<file path="src/rtl/tdm_demux_pkg.sv">
// tdm_demux_pkg
//  Shared constants and types for the 16-channel TDM demultiplexer.
//  N_CH  : channels per frame (fixed at 16)
//  SEL_W : width of a channel/slot index
//  state_t : frame-alignment FSM states
package tdm_demux_pkg;

    localparam int N_CH  = 16;
    localparam int SEL_W = 4;

    typedef enum logic {
        HUNT   = 1'b0,
        LOCKED = 1'b1
    } state_t;

endpackage

</file>
<file path="src/rtl/tdm_demux16_if.sv">
// tdm_demux16_if
//  Bundles the stream input and parallel output signals of tdm_demux16.
//  master : the stream source / consumer side (drives mode, sel, din, din_valid, frame_sync)
//  slave  : the demultiplexer itself (drives y, y_strobe, y_frame, frame_done, slot,
//           locked, sync_err)
interface tdm_demux16_if;
    import tdm_demux_pkg::*;

    logic             mode;
    logic [SEL_W-1:0] sel;
    logic             din;
    logic             din_valid;
    logic             frame_sync;
    logic [N_CH-1:0]  y;
    logic [N_CH-1:0]  y_strobe;
    logic [N_CH-1:0]  y_frame;
    logic             frame_done;
    logic [SEL_W-1:0] slot;
    logic             locked;
    logic             sync_err;

    modport master (
        output mode, sel, din, din_valid, frame_sync,
        input  y, y_strobe, y_frame, frame_done, slot, locked, sync_err
    );

    modport slave (
        input  mode, sel, din, din_valid, frame_sync,
        output y, y_strobe, y_frame, frame_done, slot, locked, sync_err
    );

endinterface

</file>
<file path="src/rtl/tdm_slot_counter.sv">
// tdm_slot_counter
//  Slot counter for the TDM demultiplexer.
//  clk       : clock
//  rst_n     : synchronous reset, active low (count -> 0)
//  clr       : force count to 0
//  load1     : force count to 1 (slot 0 has just been written)
//  inc       : advance count, wrapping 15 -> 0
//  count     : next slot to be written
//  last_slot : count is at the final slot of a frame
// Priority: reset, clr, load1, inc.
module tdm_slot_counter
    import tdm_demux_pkg::*;
(
    input  logic             clk,
    input  logic             rst_n,
    input  logic             clr,
    input  logic             load1,
    input  logic             inc,
    output logic [SEL_W-1:0] count,
    output logic             last_slot
);

    logic [SEL_W-1:0] count_reg;
    logic [SEL_W-1:0] count_next;

    always_comb begin
        count_next = count_reg;
        if (clr) begin
            count_next = '0;
        end else if (load1) begin
            count_next = SEL_W'(1);
        end else if (inc) begin
            // natural 4-bit overflow provides the 15 -> 0 wrap
            count_next = count_reg + SEL_W'(1);
        end
    end

    always_ff @(posedge clk) begin
        if (!rst_n) begin
            count_reg <= '0;
        end else begin
            count_reg <= count_next;
        end
    end

    assign count     = count_reg;
    assign last_slot = (count_reg == SEL_W'(N_CH - 1));

endmodule

</file>
<file path="src/rtl/tdm_demux16.sv">
// tdm_demux16
//  Routes a 1-bit qualified stream onto 16 registered channel outputs.
//  Auto mode (mode=0) aligns to frame_sync and unpacks 16-slot frames, publishing each
//  complete frame on y_frame; direct mode (mode=1) writes each valid bit to channel sel.
//  clk   : clock
//  rst_n : synchronous reset, active low
//  bus   : slave modport of tdm_demux16_if
//          inputs  mode, sel, din, din_valid, frame_sync
//          outputs y, y_strobe, y_frame, frame_done, slot, locked, sync_err
//  All outputs are registered; a bit sampled at one edge is visible after that edge.
module tdm_demux16
    import tdm_demux_pkg::*;
(
    input  logic         clk,
    input  logic         rst_n,
    tdm_demux16_if.slave bus
);

    state_t           state_reg, state_next;
    logic [N_CH-1:0]  y_reg, y_next;
    logic [N_CH-1:0]  strobe_reg, strobe_next;
    logic [N_CH-1:0]  shadow_reg, shadow_next;
    logic [N_CH-1:0]  y_frame_reg, y_frame_next;
    logic             frame_done_reg, frame_done_next;
    logic             sync_err_reg, sync_err_next;

    logic             cnt_clr, cnt_load1, cnt_inc;
    logic [SEL_W-1:0] slot_cnt;
    logic             last_slot;

    // Single channel write per cycle: enable plus index, decoded below.
    logic             wr_en;
    logic [SEL_W-1:0] wr_idx;
    logic [N_CH-1:0]  wr_oh;

    tdm_slot_counter u_slot_counter (
        .clk       (clk),
        .rst_n     (rst_n),
        .clr       (cnt_clr),
        .load1     (cnt_load1),
        .inc       (cnt_inc),
        .count     (slot_cnt),
        .last_slot (last_slot)
    );

    always_comb begin
        state_next      = state_reg;
        shadow_next     = shadow_reg;
        y_frame_next    = y_frame_reg;
        frame_done_next = 1'b0;
        sync_err_next   = 1'b0;
        cnt_clr         = 1'b0;
        cnt_load1       = 1'b0;
        cnt_inc         = 1'b0;
        wr_en           = 1'b0;
        wr_idx          = '0;

        if (bus.mode) begin
            // Direct mode holds the aligner idle; leaving it therefore always restarts
            // in HUNT with an empty shadow, which also covers any mode toggle.
            state_next  = HUNT;
            cnt_clr     = 1'b1;
            shadow_next = '0;
            wr_en       = bus.din_valid;
            wr_idx      = bus.sel;
        end else if (bus.din_valid) begin
            if (bus.frame_sync) begin
                // Start of frame, from HUNT or LOCKED. A sync that lands mid-frame
                // abandons the partial frame; y_frame is left alone.
                sync_err_next  = (state_reg == LOCKED) && (slot_cnt != '0);
                state_next     = LOCKED;
                cnt_load1      = 1'b1;
                wr_en          = 1'b1;
                wr_idx         = '0;
                shadow_next    = '0;
                shadow_next[0] = bus.din;
            end else if (state_reg == LOCKED) begin
                wr_en  = 1'b1;
                wr_idx = slot_cnt;
                cnt_inc = 1'b1;
                if (last_slot) begin
                    frame_done_next = 1'b1;
                    y_frame_next    = {bus.din, shadow_reg[N_CH-2:0]};
                    shadow_next     = '0;
                end else begin
                    shadow_next[slot_cnt] = bus.din;
                end
            end
            // HUNT without frame_sync: bit dropped
        end
    end

    genvar gi;
    generate
        for (gi = 0; gi < N_CH; gi++) begin : g_chan
            assign wr_oh[gi]       = wr_en && (wr_idx == SEL_W'(gi));
            assign y_next[gi]      = wr_oh[gi] ? bus.din : y_reg[gi];
            assign strobe_next[gi] = wr_oh[gi];
        end
    endgenerate

    always_ff @(posedge clk) begin
        if (!rst_n) begin
            state_reg      <= HUNT;
            y_reg          <= '0;
            strobe_reg     <= '0;
            shadow_reg     <= '0;
            y_frame_reg    <= '0;
            frame_done_reg <= 1'b0;
            sync_err_reg   <= 1'b0;
        end else begin
            state_reg      <= state_next;
            y_reg          <= y_next;
            strobe_reg     <= strobe_next;
            shadow_reg     <= shadow_next;
            y_frame_reg    <= y_frame_next;
            frame_done_reg <= frame_done_next;
            sync_err_reg   <= sync_err_next;
        end
    end

    assign bus.y          = y_reg;
    assign bus.y_strobe   = strobe_reg;
    assign bus.y_frame    = y_frame_reg;
    assign bus.frame_done = frame_done_reg;
    assign bus.slot       = slot_cnt;
    assign bus.locked     = (state_reg == LOCKED);
    assign bus.sync_err   = sync_err_reg;

endmodule

</file>
<file path="src/flat_wrapper.sv">
// flat-port wrapper written by rule: the top's interface ports become plain ports
module tdm_demux16_flat import tdm_demux_pkg::*;
  (clk, rst_n, bus_mode, bus_sel, bus_din, bus_din_valid, bus_frame_sync, bus_y, bus_y_strobe, bus_y_frame, bus_frame_done, bus_slot, bus_locked, bus_sync_err);
  tdm_demux16_if bus_i ();
  input  logic clk;
  input  logic rst_n;
  input wire logic [$bits(bus_i.mode)-1:0] bus_mode;
  input wire logic [$bits(bus_i.sel)-1:0] bus_sel;
  input wire logic [$bits(bus_i.din)-1:0] bus_din;
  input wire logic [$bits(bus_i.din_valid)-1:0] bus_din_valid;
  input wire logic [$bits(bus_i.frame_sync)-1:0] bus_frame_sync;
  output wire logic [$bits(bus_i.y)-1:0] bus_y;
  output wire logic [$bits(bus_i.y_strobe)-1:0] bus_y_strobe;
  output wire logic [$bits(bus_i.y_frame)-1:0] bus_y_frame;
  output wire logic [$bits(bus_i.frame_done)-1:0] bus_frame_done;
  output wire logic [$bits(bus_i.slot)-1:0] bus_slot;
  output wire logic [$bits(bus_i.locked)-1:0] bus_locked;
  output wire logic [$bits(bus_i.sync_err)-1:0] bus_sync_err;
  assign bus_i.mode = bus_mode;
  assign bus_i.sel = bus_sel;
  assign bus_i.din = bus_din;
  assign bus_i.din_valid = bus_din_valid;
  assign bus_i.frame_sync = bus_frame_sync;
  assign bus_y = bus_i.y;
  assign bus_y_strobe = bus_i.y_strobe;
  assign bus_y_frame = bus_i.y_frame;
  assign bus_frame_done = bus_i.frame_done;
  assign bus_slot = bus_i.slot;
  assign bus_locked = bus_i.locked;
  assign bus_sync_err = bus_i.sync_err;
  tdm_demux16 u_core (.clk(clk), .rst_n(rst_n), .bus(bus_i));
endmodule
</file>
<file path="config.mk">
export PLATFORM = sky130hd
export DESIGN_NAME = tdm_demux16_flat
export DESIGN_NICKNAME = d
export VERILOG_FILES = /design/src/rtl/tdm_demux_pkg.sv /design/src/rtl/tdm_demux16_if.sv /design/src/rtl/tdm_slot_counter.sv /design/src/rtl/tdm_demux16.sv /design/src/flat_wrapper.sv
export SDC_FILE = /design/constraint.sdc
export NUM_CORES = 1
export LEC_CHECK = 0
export CELL_PAD_IN_SITES_DETAIL_PLACEMENT = 1
export CELL_PAD_IN_SITES_GLOBAL_PLACEMENT = 2
export CORE_MARGIN = 2
export CORE_UTILIZATION = 29
export DETAILED_ROUTE_END_ITERATION = 12
export GPL_TIMING_DRIVEN = 0
export PLACE_DENSITY_LB_ADDON = 0.1
export RECOVER_POWER = 100
export SYNTH_ARGS = -nofsm -noshare
export SYNTH_HDL_FRONTEND = slang
export SYNTH_HIERARCHICAL = 1
export SYNTH_SLANG_ARGS = --single-unit
</file>
<file path="constraint.sdc">
create_clock -name clk -period 2.13 [get_ports clk]
set_input_delay 0.3195 -clock clk [delete_from_list [all_inputs] [get_ports clk]]
set_output_delay 0.3195 -clock clk [all_outputs]
set_load 0.005 [all_outputs]
</file>
==> impl_metrics.env <==
export IMPL_status="finished, final reports clean"
export IMPL_crit_fanout=14
export IMPL_period_share_pct=91.2
export IMPL_mostFrequentLayoutCell="dfxtp_1"
export IMPL_power_density_nw_per_um2=617
export IMPL_drtIter0Drc=61
export IMPL_port_buffers=63
export IMPL_dpl_instance_area_um2=3800
export IMPL_area_growth_syn_to_layout_pct=31.7
export IMPL_critPathSlowestCell="clkdlybuf4s50_1"
export IMPL_place_congestion=0.733
export IMPL_startpoint="bus_mode"
export IMPL_cts_setup_buffers=0
export IMPL_vdd_drop_max_uv=217
export IMPL_crit_end="u_core/u_slot_counter/count[3]$_SDFFE_PP0P_"
export IMPL_fmax_ghz=0.515
export IMPL_synth_compound_gate_area_share_pct=16.4
export IMPL_hold_class="in2reg"
export IMPL_clock_latency_ns=0.35
export IMPL_slew_limit_headroom_pct=48.4
export IMPL_worstMarginPinSlew_ns=0.765
export IMPL_ys_ff_latch=70
export IMPL_routed_via_density=4.91
export IMPL_synth_top_area_share_pct=46.7
export IMPL_postSynthAreaPerCell_um2=8.59
export IMPL_clk_pin_slew_worst_paths_ns=0.08
export IMPL_drive_above_1_share_pct=10.8
export IMPL_power_leakage_uw=0.00153
export IMPL_synth_top_cell_by_area="dfxtp_1"
export IMPL_start_util_pct=29.4
export IMPL_synth_edf_count=0
export IMPL_seq_area_frac_synth_pct=46.7
export IMPL_syn_num_nets=360
export IMPL_synth_fa_ha_area_share_pct=0.417
export IMPL_die_w_um=106
export IMPL_crit_chain="clkdlybuf4s50_1 -> and4bb_1 -> buf_4 -> clkbuf_4 -> nand4_1 -> mux2_2"
export IMPL_grt_max_degree=15
export IMPL_cts_inserted_buffers=9
export IMPL_endpoint_kind="flip-flop"
export IMPL_rsz0062_at_grt="false"
export IMPL_hold_violations=0
export IMPL_antenna_found_initial=0
export IMPL_cap_violations=0
export IMPL_clock_skew_ns=0.00730
export IMPL_die_area_um2=11200
export IMPL_cts_path_max_buffers=2
export IMPL_reg2regPathDepth=7
export IMPL_post_dp_hpwl_um=6420
export IMPL_cts_hold_buffers=0
export IMPL_path_depth=6
export IMPL_fillers=1235
export IMPL_cts_resized=4
export IMPL_grt_pass1_wl_um=14600
export IMPL_cp_data_arrival_time_ns=2.18
export IMPL_max_stage_delay_ns=0.55
export IMPL_setup_tns_final_ns=0
export IMPL_totalWireLength_um=8800
export IMPL_drc=0
export IMPL_ant_nets=0
export IMPL_worstReg2RegEnd="u_core/shadow_reg[3]$_SDFFE_PP0P_"
export IMPL_setup_viol=0
export IMPL_drv_slew=0
export IMPL_whs_ns=0.334
export IMPL_yosys_top_cells_area="dfxtp_1 47%, a21oi_1 7.3%, nand2_1 7.1%, mux2i_1 5.7%, nand3_1 3.7%"
export IMPL_num_antenna_cells=0
export IMPL_async_reset_ff_share_pct=0
export IMPL_syn_inst=349
export IMPL_regArea_um2=1400
export IMPL_final_area_um2=3950
export IMPL_ys_warnings_count=6
export IMPL_worst_setup_path_type="in2reg"
export IMPL_grtUsageTotal_pct=16.5
export IMPL_grt_pass1_vias=2866
export IMPL_r2r_start="u_core/u_slot_counter/count[0]$_SDFFE_PP0P_"
export IMPL_num_nets_final=433
export IMPL_finalCriticalPeriod_ns=1.94
export IMPL_multi_input_area_um2=1430
export IMPL_synthDistinctLibCells=50
export IMPL_startpoint_type="input port"
export IMPL_via_count=2761
export IMPL_cp_data_required_time_ns=2.37
export IMPL_synth_xor_area_share_pct=0.292
export IMPL_htree_levels=3
export IMPL_dieHeight_um=106
export IMPL_path_buf_inv=3
export IMPL_cp_top_family="buffers and inverters"
export IMPL_wl_per_cell_um=15.7
export IMPL_dr_pass1_iters=4
export IMPL_layout_common_cells="68 x dfxtp_1, 57 x nand2_1, 53 x dlygate4sd3_1, 44 x a21oi_1, 22 x nand3_1"
export IMPL_synthMuxAreaShare_pct=6.05
export IMPL_row_count=37
export IMPL_r2r_slack_ns=0.20
export IMPL_grt_overflow_total=0
export IMPL_core_area_um2=10200
export IMPL_syn_area_um2=3000
export IMPL_synth_flop_cell="dfxtp_1"
export IMPL_tritoncts="done"
export IMPL_synth_top_family_by_area="simple AND/OR/NAND/NOR gates"
export IMPL_cts_sinks=70
export IMPL_synth_simple_area_share_pct=25.3
export IMPL_num_io_pins=65
export IMPL_clockRootBuffer="clkbuf_8"
worst reg2reg max path, cell delays in order, from the launching register on:
cell and delay (ns):
dfxtp_2 0.39, ha_1 0.25, and3_1 0.20, or2_2 0.38, clkbuf_2 0.22, a21oi_1 0.17, o21ai_0 0.09, a21oi_1 0.15
power by group:
group / leakage, uW / internal (uW) / switching (uW)
combinational: 0.000886 / 62.0 / 114
sequential: 0.000565 / 1310 / 4.23
clock: 0.0000813 / 413 / 527
cells in the mapped netlist, drive strengths merged, types with 2 or more instances:
master,number
dfxtp,70
nand2,57
a21oi,45
nand3,22
o21ai,19
mux2i,17
nor2,15
clkbuf,14
buf,11
nor3,11
and4,7
inv,6
nand4,6
nor4,5
a31oi,4
and2,4
nor2b,4
and4bb,3
nand2b,3
a311oi,2
nor4b,2
o21a,2
or2,2
how the worst min path moves through the flow:
stage	start	slack [ns]	to	cells past startpoint
after detailed placement	u_core/bus.y_frame[4]$_SDFFE_PN0P_	0.45	u_core/bus.y_frame[4]$_SDFFE_PN0P_	2
after global placement	u_core/bus.y_frame[6]$_SDFFE_PN0P_	0.44	u_core/bus.y_frame[6]$_SDFFE_PN0P_	2
final	bus_din_valid	0.33	u_core/bus.sync_err$_SDFF_PP0_	3
after floorplan	u_core/shadow_reg[0]$_SDFFE_PP0P_	0.43	u_core/shadow_reg[0]$_SDFFE_PP0P_	2
after global routing	bus_din_valid	0.35	u_core/bus.sync_err$_SDFF_PP0_	3
after CTS	bus_din_valid	0.33	u_core/bus.sync_err$_SDFF_PP0_	3
cell type report:
cell class,instances,area share (%)
Multi-Input combinational cell,247,36.3
Sequential cell,70,35.6
Timing Repair Buffer,63,16.0
Tap cell,136,4.31
Clock buffer,9,3.14
Buffer,24,3.07
Clock inverter,6,0.982
Inverter,7,0.665
layer usage:
metal | global-route usage, % | wire, um
met1 | 20.6 | 4060
met2 | 27.9 | 4360
met3 | 4.14 | 286
met4 | 5.08 | 87
met5 | 0 | 0
stage by stage:
stage	total power (uW)	cells	utilization (%)	setup slack, ns
finish	2430	562	38.8	0.188
global route	2560	562	38.8	0.0327
CTS	2480	563	38.9	0.0346
detailed placement	1530	548	37.3	-0.271
global placement	1530	548	37.3	-0.273
floorplan	1460	349	-	0.295
cells by family after synthesis:
kind of cell    after synthesis
buf+inv                      32
flops                        70
simple gates                147
fa+ha+maj                     1
mux                          18
xor+xnor                      1
compound gates               80
Note: power is estimated with default switching activity, not from simulation.
